[config.mk]
export PLATFORM = sky130hd
export DESIGN_NAME = mem_port_arbiter_flat
export DESIGN_NICKNAME = d
export VERILOG_FILES = /design/src/rtl/mem_port_arbiter_if.sv /design/src/rtl/mem_port_arbiter.sv /design/src/flat_wrapper.sv
export SDC_FILE = /design/constraint.sdc
export NUM_CORES = 1
export LEC_CHECK = 0
export ABC_AREA = 1
export CORE_AREA = 2 2 104 106
export CTS_CLUSTER_DIAMETER = 80
export CTS_CLUSTER_SIZE = 40
export DETAILED_ROUTE_END_ITERATION = 10
export DIE_AREA = 0 0 106 108
export PLACE_DENSITY = 0.69
export SYNTH_ARGS = -nofsm -noshare
export SYNTH_HDL_FRONTEND = slang
export SYNTH_SLANG_ARGS = --single-unit
[constraint.sdc]
create_clock -name clk -period 1.4 [get_ports clk]
set_input_delay 0.14 -clock clk [delete_from_list [all_inputs] [get_ports clk]]
set_output_delay 0.14 -clock clk [all_outputs]
set_load 0.01 [all_outputs]
[src/rtl/mem_port_arbiter_if.sv]
// Bus bundle for the memory port arbiter: fetch port, load/store port and shared memory port.
// The arbiter takes the slave modport; the surrounding core/memory side takes master.
interface mem_port_arbiter_if #(
    parameter int unsigned AW = 16,
    parameter int unsigned DW = 16
);
    localparam int unsigned BW = DW / 8;

    logic          if_req;
    logic [AW-1:0] if_addr;
    logic          if_ack;
    logic          if_err;
    logic [DW-1:0] if_rdata;

    logic          ls_req;
    logic          ls_we;
    logic [BW-1:0] ls_be;
    logic [AW-1:0] ls_addr;
    logic [DW-1:0] ls_wdata;
    logic          ls_ack;
    logic          ls_err;
    logic [DW-1:0] ls_rdata;

    logic          mem_req;
    logic          mem_we;
    logic [BW-1:0] mem_be;
    logic [AW-1:0] mem_addr;
    logic [DW-1:0] mem_wdata;
    logic          mem_ack;
    logic [DW-1:0] mem_rdata;

    logic          owner;
    logic          busy;

    modport slave (
        input  if_req, if_addr,
        input  ls_req, ls_we, ls_be, ls_addr, ls_wdata,
        input  mem_ack, mem_rdata,
        output if_ack, if_err, if_rdata,
        output ls_ack, ls_err, ls_rdata,
        output mem_req, mem_we, mem_be, mem_addr, mem_wdata,
        output owner, busy
    );

    modport master (
        output if_req, if_addr,
        output ls_req, ls_we, ls_be, ls_addr, ls_wdata,
        output mem_ack, mem_rdata,
        input  if_ack, if_err, if_rdata,
        input  ls_ack, ls_err, ls_rdata,
        input  mem_req, mem_we, mem_be, mem_addr, mem_wdata,
        input  owner, busy
    );
endinterface

[src/rtl/mem_port_arbiter.sv]
// Shares one memory port between instruction fetch and load/store, one transaction at a time.
// Load/store has priority; a streak limit keeps fetch from starving, a timer aborts dead memory.
module mem_port_arbiter #(
    parameter int unsigned AW           = 16,
    parameter int unsigned DW           = 16,
    parameter int unsigned LS_BURST_MAX = 4,
    parameter int unsigned TIMEOUT      = 64
) (
    input  logic                clk,
    input  logic                rst,
    mem_port_arbiter_if.slave   bus
);
    localparam int unsigned BW = DW / 8;
    localparam int unsigned SW = $clog2(LS_BURST_MAX + 1);
    localparam int unsigned TW = (TIMEOUT > 1) ? $clog2(TIMEOUT) : 1;
    localparam logic [SW-1:0] StreakMax = SW'(LS_BURST_MAX);
    localparam logic [TW-1:0] TimerLast = TW'(TIMEOUT - 1);

    typedef enum logic [1:0] {StIdle, StIfBusy, StLsBusy, StDone} state_e;

    state_e        r_state;
    logic [SW-1:0] r_streak;
    logic [TW-1:0] r_timer;
    logic          r_mem_req;
    logic          r_mem_we;
    logic [BW-1:0] r_mem_be;
    logic [AW-1:0] r_mem_addr;
    logic [DW-1:0] r_mem_wdata;
    logic          r_if_ack;
    logic          r_if_err;
    logic [DW-1:0] r_if_rdata;
    logic          r_ls_ack;
    logic          r_ls_err;
    logic [DW-1:0] r_ls_rdata;
    logic          r_owner;
    logic          r_busy;

    logic w_any_req;
    logic w_grant_ls;
    logic w_timeout;

    assign w_any_req  = bus.if_req || bus.ls_req;
    // Fetch only wins contention once load/store has used up its burst allowance.
    assign w_grant_ls = bus.ls_req && !(bus.if_req && (r_streak == StreakMax));
    assign w_timeout  = (TIMEOUT != 0) && (r_timer == TimerLast);

    always_ff @(posedge clk) begin
        if (rst) begin
            r_state     <= StIdle;
            r_streak    <= '0;
            r_timer     <= '0;
            r_mem_req   <= 1'b0;
            r_mem_we    <= 1'b0;
            r_mem_be    <= '0;
            r_mem_addr  <= '0;
            r_mem_wdata <= '0;
            r_if_ack    <= 1'b0;
            r_if_err    <= 1'b0;
            r_if_rdata  <= '0;
            r_ls_ack    <= 1'b0;
            r_ls_err    <= 1'b0;
            r_ls_rdata  <= '0;
            r_owner     <= 1'b0;
            r_busy      <= 1'b0;
        end else begin
            case (r_state)
                StIdle: begin
                    if (w_any_req) begin
                        r_mem_req <= 1'b1;
                        r_busy    <= 1'b1;
                        r_timer   <= '0;
                        if (w_grant_ls) begin
                            r_state     <= StLsBusy;
                            r_owner     <= 1'b1;
                            r_mem_we    <= bus.ls_we;
                            r_mem_be    <= bus.ls_be;
                            r_mem_addr  <= bus.ls_addr;
                            r_mem_wdata <= bus.ls_wdata;
                            if (!bus.if_req) begin
                                r_streak <= '0;
                            end else if (r_streak != StreakMax) begin
                                r_streak <= r_streak + SW'(1);
                            end
                        end else begin
                            r_state     <= StIfBusy;
                            r_owner     <= 1'b0;
                            r_mem_we    <= 1'b0;
                            r_mem_be    <= '1;
                            r_mem_addr  <= bus.if_addr;
                            r_mem_wdata <= '0;
                            r_streak    <= '0;
                        end
                    end
                end
                StIfBusy, StLsBusy: begin
                    // An acknowledge arriving on the final timer cycle still completes normally.
                    if (bus.mem_ack) begin
                        r_state   <= StDone;
                        r_mem_req <= 1'b0;
                        if (r_state == StLsBusy) begin
                            r_ls_ack   <= 1'b1;
                            r_ls_rdata <= bus.mem_rdata;
                        end else begin
                            r_if_ack   <= 1'b1;
                            r_if_rdata <= bus.mem_rdata;
                        end
                    end else if (w_timeout) begin
                        r_state   <= StDone;
                        r_mem_req <= 1'b0;
                        if (r_state == StLsBusy) begin
                            r_ls_err <= 1'b1;
                        end else begin
                            r_if_err <= 1'b1;
                        end
                    end else begin
                        r_timer <= r_timer + TW'(1);
                    end
                end
                StDone: begin
                    r_state  <= StIdle;
                    r_busy   <= 1'b0;
                    r_if_ack <= 1'b0;
                    r_if_err <= 1'b0;
                    r_ls_ack <= 1'b0;
                    r_ls_err <= 1'b0;
                end
                default: begin
                    r_state <= StIdle;
                    r_busy  <= 1'b0;
                end
            endcase
        end
    end

    assign bus.mem_req   = r_mem_req;
    assign bus.mem_we    = r_mem_we;
    assign bus.mem_be    = r_mem_be;
    assign bus.mem_addr  = r_mem_addr;
    assign bus.mem_wdata = r_mem_wdata;
    assign bus.if_ack    = r_if_ack;
    assign bus.if_err    = r_if_err;
    assign bus.if_rdata  = r_if_rdata;
    assign bus.ls_ack    = r_ls_ack;
    assign bus.ls_err    = r_ls_err;
    assign bus.ls_rdata  = r_ls_rdata;
    assign bus.owner     = r_owner;
    assign bus.busy      = r_busy;

    // Requesters must hold req for the whole time their transaction owns the memory.
    if_req_held_a: assert property (@(posedge clk) disable iff (rst)
        (r_state == StIfBusy) |-> bus.if_req);
    ls_req_held_a: assert property (@(posedge clk) disable iff (rst)
        (r_state == StLsBusy) |-> bus.ls_req);
endmodule
[src/flat_wrapper.sv]
// flat-port wrapper written by rule: the top's interface ports become plain ports
module mem_port_arbiter_flat 
#(
    parameter int unsigned AW           = 16,
    parameter int unsigned DW           = 16,
    parameter int unsigned LS_BURST_MAX = 4,
    parameter int unsigned TIMEOUT      = 64
)
  (clk, rst, bus_if_req, bus_if_addr, bus_ls_req, bus_ls_we, bus_ls_be, bus_ls_addr, bus_ls_wdata, bus_mem_ack, bus_mem_rdata, bus_if_ack, bus_if_err, bus_if_rdata, bus_ls_ack, bus_ls_err, bus_ls_rdata, bus_mem_req, bus_mem_we, bus_mem_be, bus_mem_addr, bus_mem_wdata, bus_owner, bus_busy);
  mem_port_arbiter_if #(.AW(AW), .DW(DW)) bus_i ();
  input  logic clk;
  input  logic rst;
  input wire logic [$bits(bus_i.if_req)-1:0] bus_if_req;
  input wire logic [$bits(bus_i.if_addr)-1:0] bus_if_addr;
  input wire logic [$bits(bus_i.ls_req)-1:0] bus_ls_req;
  input wire logic [$bits(bus_i.ls_we)-1:0] bus_ls_we;
  input wire logic [$bits(bus_i.ls_be)-1:0] bus_ls_be;
  input wire logic [$bits(bus_i.ls_addr)-1:0] bus_ls_addr;
  input wire logic [$bits(bus_i.ls_wdata)-1:0] bus_ls_wdata;
  input wire logic [$bits(bus_i.mem_ack)-1:0] bus_mem_ack;
  input wire logic [$bits(bus_i.mem_rdata)-1:0] bus_mem_rdata;
  output wire logic [$bits(bus_i.if_ack)-1:0] bus_if_ack;
  output wire logic [$bits(bus_i.if_err)-1:0] bus_if_err;
  output wire logic [$bits(bus_i.if_rdata)-1:0] bus_if_rdata;
  output wire logic [$bits(bus_i.ls_ack)-1:0] bus_ls_ack;
  output wire logic [$bits(bus_i.ls_err)-1:0] bus_ls_err;
  output wire logic [$bits(bus_i.ls_rdata)-1:0] bus_ls_rdata;
  output wire logic [$bits(bus_i.mem_req)-1:0] bus_mem_req;
  output wire logic [$bits(bus_i.mem_we)-1:0] bus_mem_we;
  output wire logic [$bits(bus_i.mem_be)-1:0] bus_mem_be;
  output wire logic [$bits(bus_i.mem_addr)-1:0] bus_mem_addr;
  output wire logic [$bits(bus_i.mem_wdata)-1:0] bus_mem_wdata;
  output wire logic [$bits(bus_i.owner)-1:0] bus_owner;
  output wire logic [$bits(bus_i.busy)-1:0] bus_busy;
  assign bus_i.if_req = bus_if_req;
  assign bus_i.if_addr = bus_if_addr;
  assign bus_i.ls_req = bus_ls_req;
  assign bus_i.ls_we = bus_ls_we;
  assign bus_i.ls_be = bus_ls_be;
  assign bus_i.ls_addr = bus_ls_addr;
  assign bus_i.ls_wdata = bus_ls_wdata;
  assign bus_i.mem_ack = bus_mem_ack;
  assign bus_i.mem_rdata = bus_mem_rdata;
  assign bus_if_ack = bus_i.if_ack;
  assign bus_if_err = bus_i.if_err;
  assign bus_if_rdata = bus_i.if_rdata;
  assign bus_ls_ack = bus_i.ls_ack;
  assign bus_ls_err = bus_i.ls_err;
  assign bus_ls_rdata = bus_i.ls_rdata;
  assign bus_mem_req = bus_i.mem_req;
  assign bus_mem_we = bus_i.mem_we;
  assign bus_mem_be = bus_i.mem_be;
  assign bus_mem_addr = bus_i.mem_addr;
  assign bus_mem_wdata = bus_i.mem_wdata;
  assign bus_owner = bus_i.owner;
  assign bus_busy = bus_i.busy;
  mem_port_arbiter #(.AW(AW), .DW(DW), .LS_BURST_MAX(LS_BURST_MAX), .TIMEOUT(TIMEOUT)) u_core (.clk(clk), .rst(rst), .bus(bus_i));
endmodule
# --- After elaboration in Yosys (flattened, before gate mapping) ---
# Index checks and enable logic that the tools add are counted.
totals:
  reg_bits: 85
  latchBits: 0
  mem_bits_rw: 0
  mem_bits_ro: 0
  in_bits: 72
  output_inout_bits: 74
  elab_cells: 89
  n_memories: 0
classes:
  add_sub_neg: 2
  mul: 0
  div_mod_pow: 0
  order_cmp: 0
  n_eq_ne: 15
  n_shift: 0
  n_mux: 34
  n_bitwise: 1
  reduce_logical: 21
op_table:
  columns: ["operator", "n"]
  rows:
  - ["$mux 16", 2]
  - ["$mux 6", 3]
  - ["$reduce_and 3->1", 6]
  - ["$mux 1", 13]
  - ["$pmux 1 s2", 6]
  - ["$pmux 6 s2", 1]
  - ["$reduce_and 4->1", 3]
  - ["$mux 2", 5]
  - ["$mux 3", 3]
  - ["$ne 2x2->1 const B", 4]
  - ["$add 6x1->6 const B", 1]
  - ["$eq 6x6->1 const B", 1]
  - ["$ne 2x1->1 const B", 3]
  - ["$ne 3x3->1 const B", 2]
  - ["$pmux 2 s3", 1]
  - ["$reduce_and 2->1", 3]
  - ["$reduce_bool 2->1", 3]
  - ["$eq 2x2->1 const B", 2]
  - ["$add 3x1->3 const B", 1]
  - ["$eq 3x3->1 const B", 1]
  - ["$ne 3x2->1 const B", 1]
  - ["$eq 2x1->1 const B", 1]
  - ["$logic_and 1x1->1", 2]
  - ["$logic_not 2->1", 1]
  - ["other kinds (4)", 4]

# --- Depth between registers and ports, before layout ---
depth:
  word_depth: 7
  mapped_depth: 10
  ltp_nobuf: 10

# --- Worst setup path after synthesis ---
# Ideal clock, no wire load.
synth_path:
  path_kind: "flip-flop to flip-flop"
  from: "register u_core.r_state[0]"
  to: "register u_core.r_ls_rdata[10], in the netlist u_core.bus.ls_rdata[10]"
  setup_ns: 0.132
  arrival_ns: 1.418
  t_required_ns: 1.268
  setup_slack_ns: -0.150
  stages_incl_launch_ff: 9
  n_path_buf: 1
  period_less_slack_ns: 1.550
  path_cell_list: "dfxtp_1 -> inv_1 -> ha_1 -> nand2_2 -> inv_2 -> nand2_2 -> buf_2 -> nand2_1 -> a21oi_1"
synth_via:
  elab_chain_len: 3
  word_cells_on_any_way: 4
  classes_between: "eq/ne: 2; reduce/logical: 2"
synth_lines:
  columns: ["element", "line_no", "source"]
  rows:
  - ["start, declared", "mem_port_arbiter.sv:21", "state_e r_state;"]
  - ["start signal, assigned", "mem_port_arbiter.sv:49", "r_state <= StIdle;"]
  - ["start signal, assigned", "mem_port_arbiter.sv:73", "r_state <= StLsBusy;"]
  - ["start signal, assigned", "mem_port_arbiter.sv:85", "r_state <= StIfBusy;"]
  - ["$eq 2x1->1 or $eq 2x2->1 (tied branches)", "mem_port_arbiter.sv:66, mem_port_arbiter.sv:100", null]
  - ["$reduce_or 2->1", "mem_port_arbiter.sv:66", "case (r_state)"]
  - ["$reduce_and 3->1 (no line) *", null, null]
  - ["end signal, assigned", "mem_port_arbiter.sv:102", "r_ls_rdata <= bus.mem_rdata;"]
  - ["end, declared", "mem_port_arbiter.sv:34", "logic [DW-1:0] r_ls_rdata;"]
# Every way passes the cells marked *; elsewhere a longest branch is shown, timed or not.
# A chain may end at the register's enable or synchronous reset.

# --- Final worst setup path ---
layout_path:
  from: "register u_core.r_streak[0]"
  to: "register u_core.r_mem_wdata[1], in the netlist u_core.bus.mem_wdata[1]"
layout_via:
  elab_chain_len: 5
layout_lines:
  columns: ["element", "line_no", "source"]
  rows:
  - ["start, declared", "mem_port_arbiter.sv:22", "logic [SW-1:0] r_streak;"]
  - ["start signal, assigned", "mem_port_arbiter.sv:82", "r_streak <= r_streak + SW'(1);"]
  - ["$eq 3x3->1", "mem_port_arbiter.sv:44", "assign w_grant_ls = bus.ls_req && !(bus.if_req && (r_streak == StreakMax));"]
  - ["$logic_and 1x1->1", "mem_port_arbiter.sv:44", null]
  - ["$logic_not 1->1", "mem_port_arbiter.sv:44", null]
  - ["$logic_and 1x1->1", "mem_port_arbiter.sv:44", null]
  - ["$mux 16", "mem_port_arbiter.sv:72", "if (w_grant_ls) begin"]
  - ["end signal, assigned", "mem_port_arbiter.sv:78", "r_mem_wdata <= bus.ls_wdata;"]
  - ["end, declared", "mem_port_arbiter.sv:28", "logic [DW-1:0] r_mem_wdata;"]
# Every way passes these cells.

==> results.toml <==
[run_status]
run_status = "complete, but fails checks"
violated_checks = "setup timing"

[layout]
post_layout_nonfiller_instances = 795
fillCellCount = 910
syn_to_layout_area_delta_pct = 70.74
multi_input_area_um2 = 1847
area_of_all_sequential_standard_cells_um2 = 1707
antennaDiodeCount = 0
final_net_count = 734
layout-drive-gt1-share_pct = 20.33

[global_routing]
grt_max_degree = 40
grt_pass1_vias = 3720
global_route.overflow_total = 0
grt_antenna_before_repair = 0
global_route_wire_length_before_repair_um = 17610
global_route.usage.total_pct = 19.30

[yosys]
adder_cell_share_of_the_synthesized_area_pct = 2.824
ys.warnings.count = 0
synth_cells = 476
muxShareOfSynthArea_pct = 0
synth_simple_gate_area_share_pct = 22.77
synth_top_family_by_area = "simple AND/OR/NAND/NOR gates"
post_synth.cell_area_avg_um2 = 7.447
net_count_synth = 556
synth-seq-cells = 85
seq_area_frac_synth_pct = 48.01
syn-cell-area_um2 = 3545
synth_compound_area_share_pct = 18.64
yosys.area_share.xor_xnor_pct = 0.2471
ys_types = 23

[setup_path]
rrSetupSlack_ps = -30
worstPathArrival_ps = 1720
critical_path.endpoint_type = "register"
crit_type = "reg -> reg"
critPathLaunchType = "register"
timing.critical_path.fanout_max = 4
crit-reg2reg-launch = "u_core.r_streak[0]"
worstSetupStartpoint = "u_core.r_streak[0]"
worst_r2r_endpoint = "u_core.bus.mem_wdata[1]"
worst-r2r-cell-count = 9
required_ps = 1690

[min_path]
hold_class = "in -> reg"
timing.hold.worst.start = "bus_ls_wdata[9]"
hold_path_depth = 3
hold_end = "u_core.bus.mem_wdata[9]"

[run]
max_capacitance_violation_count = 0

[place]
place_worst_setup_slack_ps = -160.5
hpwlAfterDp_um = 7885
placedCellCount = 762
routabilityCongestion = 0.8346
io_buffers = 145

[detailed_routing]
routed_wirelength_um = 11360
drtIter0Drc = 117
drt_drc_violations_left = 0
ant_nets_after_route = 0
detail_route.wl_per_cell_um = 14.28
dr_total_vias = 3782
drt_first_pass_iters = 4
via_per_inst = 4.757

[clock_network]
insertion_delay_ps = 360
cts_buffer_depth = 2
ctsRootBufferMaster = "sky130_fd_sc_hd__clkbuf_8"
cts-buffers-inserted = 9
tritoncts_num_sinks = 85
tritoncts = "yes"
clkTransAtPathRegs_ps = 100
h-tree-depth = 3
post_cts_hold_buffer_count = 0

[timing]
worst-slew-pin-transition_ps = 431.1
finalHoldViolCount = 0
finalClockSkew_ps = 13.92
slew_violations = 0
min_period_ps = 1434
fin_crit_sh_pct = 102.5
clock.fmax_ghz = 0.6972
setup_viol = 16
slew_headroom_pct = 71.26
grt_setup_unrepaired = "yes"
postLayoutSetupSlackWorst_ps = -34.31

[die]
core_area_um2 = 10230
die_area_um2 = 11450
die_w_um = 106
chipHeight_um = 108
std_cell_rows = 37
initial_core_util_pct = 34.65
ios = 146

[power]
power.leakage_uw = 0.003091
vdd_ir_max_mv = 0.8635
power_density_nw_per_um2 = 1885
[kinds of logic after synthesis]
kind of cell	count (synthesis)
XOR/XNOR	1
AND/OR/NAND/NOR	195
buffers and inverters	63
adder cells (fa/ha/maj)	8
AO/OA/AOI/OAI	124
flip-flops	85
[state kept, by name (all words and copies together), names as in the netlist, 2 cells and up]
| register | flops |
|---|---|
| u_core.bus.if_rdata | 16 |
| u_core.bus.ls_rdata | 16 |
| u_core.bus.mem_addr | 16 |
| u_core.bus.mem_be | 2 |
| u_core.bus.mem_wdata | 16 |
| u_core.r_state | 2 |
| u_core.r_streak | 3 |
| u_core.r_timer | 6 |
[worst max path at each step]
| stage | cells past startpoint | to | slack (ps) |
|---|---|---|---|
| 2_1_floorplan | 9 | u_core.r_timer[0] | 30 |
| 3_3_place_gp | 8 | u_core.bus.mem_be[0] | -160 |
| 3_5_place_dp | 7 | u_core.bus.mem_addr[15] | -160 |
| 4_1_cts | 9 | u_core.r_timer[1] | -30 |
| 5_1_grt | 9 | u_core.r_timer[1] | -140 |
| 6_report | 9 | u_core.bus.mem_wdata[1] | -30 |
[worst max-delay path, stage by stage, from the launching register on]
cell and delay (ps):
sky130_fd_sc_hd__dfxtp_2 340, sky130_fd_sc_hd__inv_2 50, sky130_fd_sc_hd__ha_4 150, sky130_fd_sc_hd__nand3_2 80
sky130_fd_sc_hd__nand2_4 80, sky130_fd_sc_hd__nor2_4 220, sky130_fd_sc_hd__buf_6 170, sky130_fd_sc_hd__buf_12 100
sky130_fd_sc_hd__nand2_1 40, sky130_fd_sc_hd__a21oi_1 100
[metal layers]
layer	wire length [µm]	vias to the layer above	GRT usage, %
met2	5253	120	32.81
li1	-	1907	-
met4	224	0	6.767
met3	959	17	6.992
met5	0	-	0
met1	4919	1738	22.56
[Yosys cell counts]
| master | n | area share, % |
|---|---|---|
| sky130_fd_sc_hd__nor2_1 | 58 | 6.1 |
| sky130_fd_sc_hd__xor2_1 | 1 | 0.25 |
| sky130_fd_sc_hd__buf_2 | 12 | 1.7 |
| sky130_fd_sc_hd__nand3_1 | 28 | 4.0 |
| sky130_fd_sc_hd__inv_2 | 3 | 0.32 |
| sky130_fd_sc_hd__buf_4 | 2 | 0.42 |
| sky130_fd_sc_hd__clkinv_1 | 1 | 0.11 |
| sky130_fd_sc_hd__a21oi_1 | 62 | 8.8 |
| sky130_fd_sc_hd__nand2_4 | 1 | 0.32 |
| sky130_fd_sc_hd__o21ai_1 | 3 | 0.42 |
| sky130_fd_sc_hd__nor3b_1 | 1 | 0.21 |
| sky130_fd_sc_hd__buf_6 | 1 | 0.32 |
| sky130_fd_sc_hd__nor3_1 | 2 | 0.28 |
| sky130_fd_sc_hd__a21o_1 | 16 | 3.4 |
| sky130_fd_sc_hd__nor2_4 | 2 | 0.64 |
| sky130_fd_sc_hd__dfxtp_1 | 85 | 48 |
| sky130_fd_sc_hd__o21ai_0 | 43 | 6.1 |
| sky130_fd_sc_hd__ha_1 | 8 | 2.8 |
| sky130_fd_sc_hd__inv_1 | 35 | 3.7 |
| sky130_fd_sc_hd__nand2_2 | 2 | 0.35 |
| sky130_fd_sc_hd__nand2_1 | 100 | 11 |
| sky130_fd_sc_hd__nand3_2 | 1 | 0.28 |
| sky130_fd_sc_hd__clkbuf_1 | 9 | 0.95 |
[power breakdown]
part	internal, µW	switching, µW
Sequential	3040	349
Combinational	2940	3260
Clock	847	964
[layout by cell type (no fill, tap or decap), drive strengths merged, types with 8 or more instances in the layout]
cell type / synthesis / routed
nand2: 103 / 103
clkbuf: 9 / 11
dfxtp: 85 / 85
dlygate4sd2: 0 / 46
dlymetal6s2s: 0 / 28
clkdlybuf4s50: 0 / 71
a21oi: 62 / 62
inv: 38 / 41
nand3: 29 / 29
a21o: 16 / 16
nor2: 60 / 60
buf: 15 / 43
ha: 8 / 8
o21ai: 46 / 46
[layout make-up]
cell class	instances	share of cell area, %
multi-input cells	328	30.51
inverters	39	2.791
clock buffers	9	2.047
repair buffers	190	32.23
well taps	136	2.812
clock inverters	7	1.302
flip-flops and latches	85	28.20
repair inverters	1	0.1034
[through the flow]
step / total power [µW] / area, µm² / util, % / hold WS (ps) / setup TNS (ps)
2_1_floorplan: 6109 / 3575 / - / 260.7 / 0
3_3_place_gp: 8390 / 5320 / 52.00 / 449.4 / -5151
4_1_cts: 10400 / 5538 / 54.13 / 318.1 / -151.5
6_report: 11410 / 6052 / 59.15 / 326.1 / -291.5
5_1_grt: 12220 / 6052 / 59.15 / 325.9 / -3269
3_5_place_dp: 8511 / 5320 / 52.00 / 454.0 / -6271
[timing repair]
item / CTS / global route
pin swaps: 4 / 26
setup buffers: 3 / 9
gates resized for setup: 62 / 130
setup endpoints to repair: 112 / 112
cloned: 1 / 4
Power figures use the tool's default switching activity.
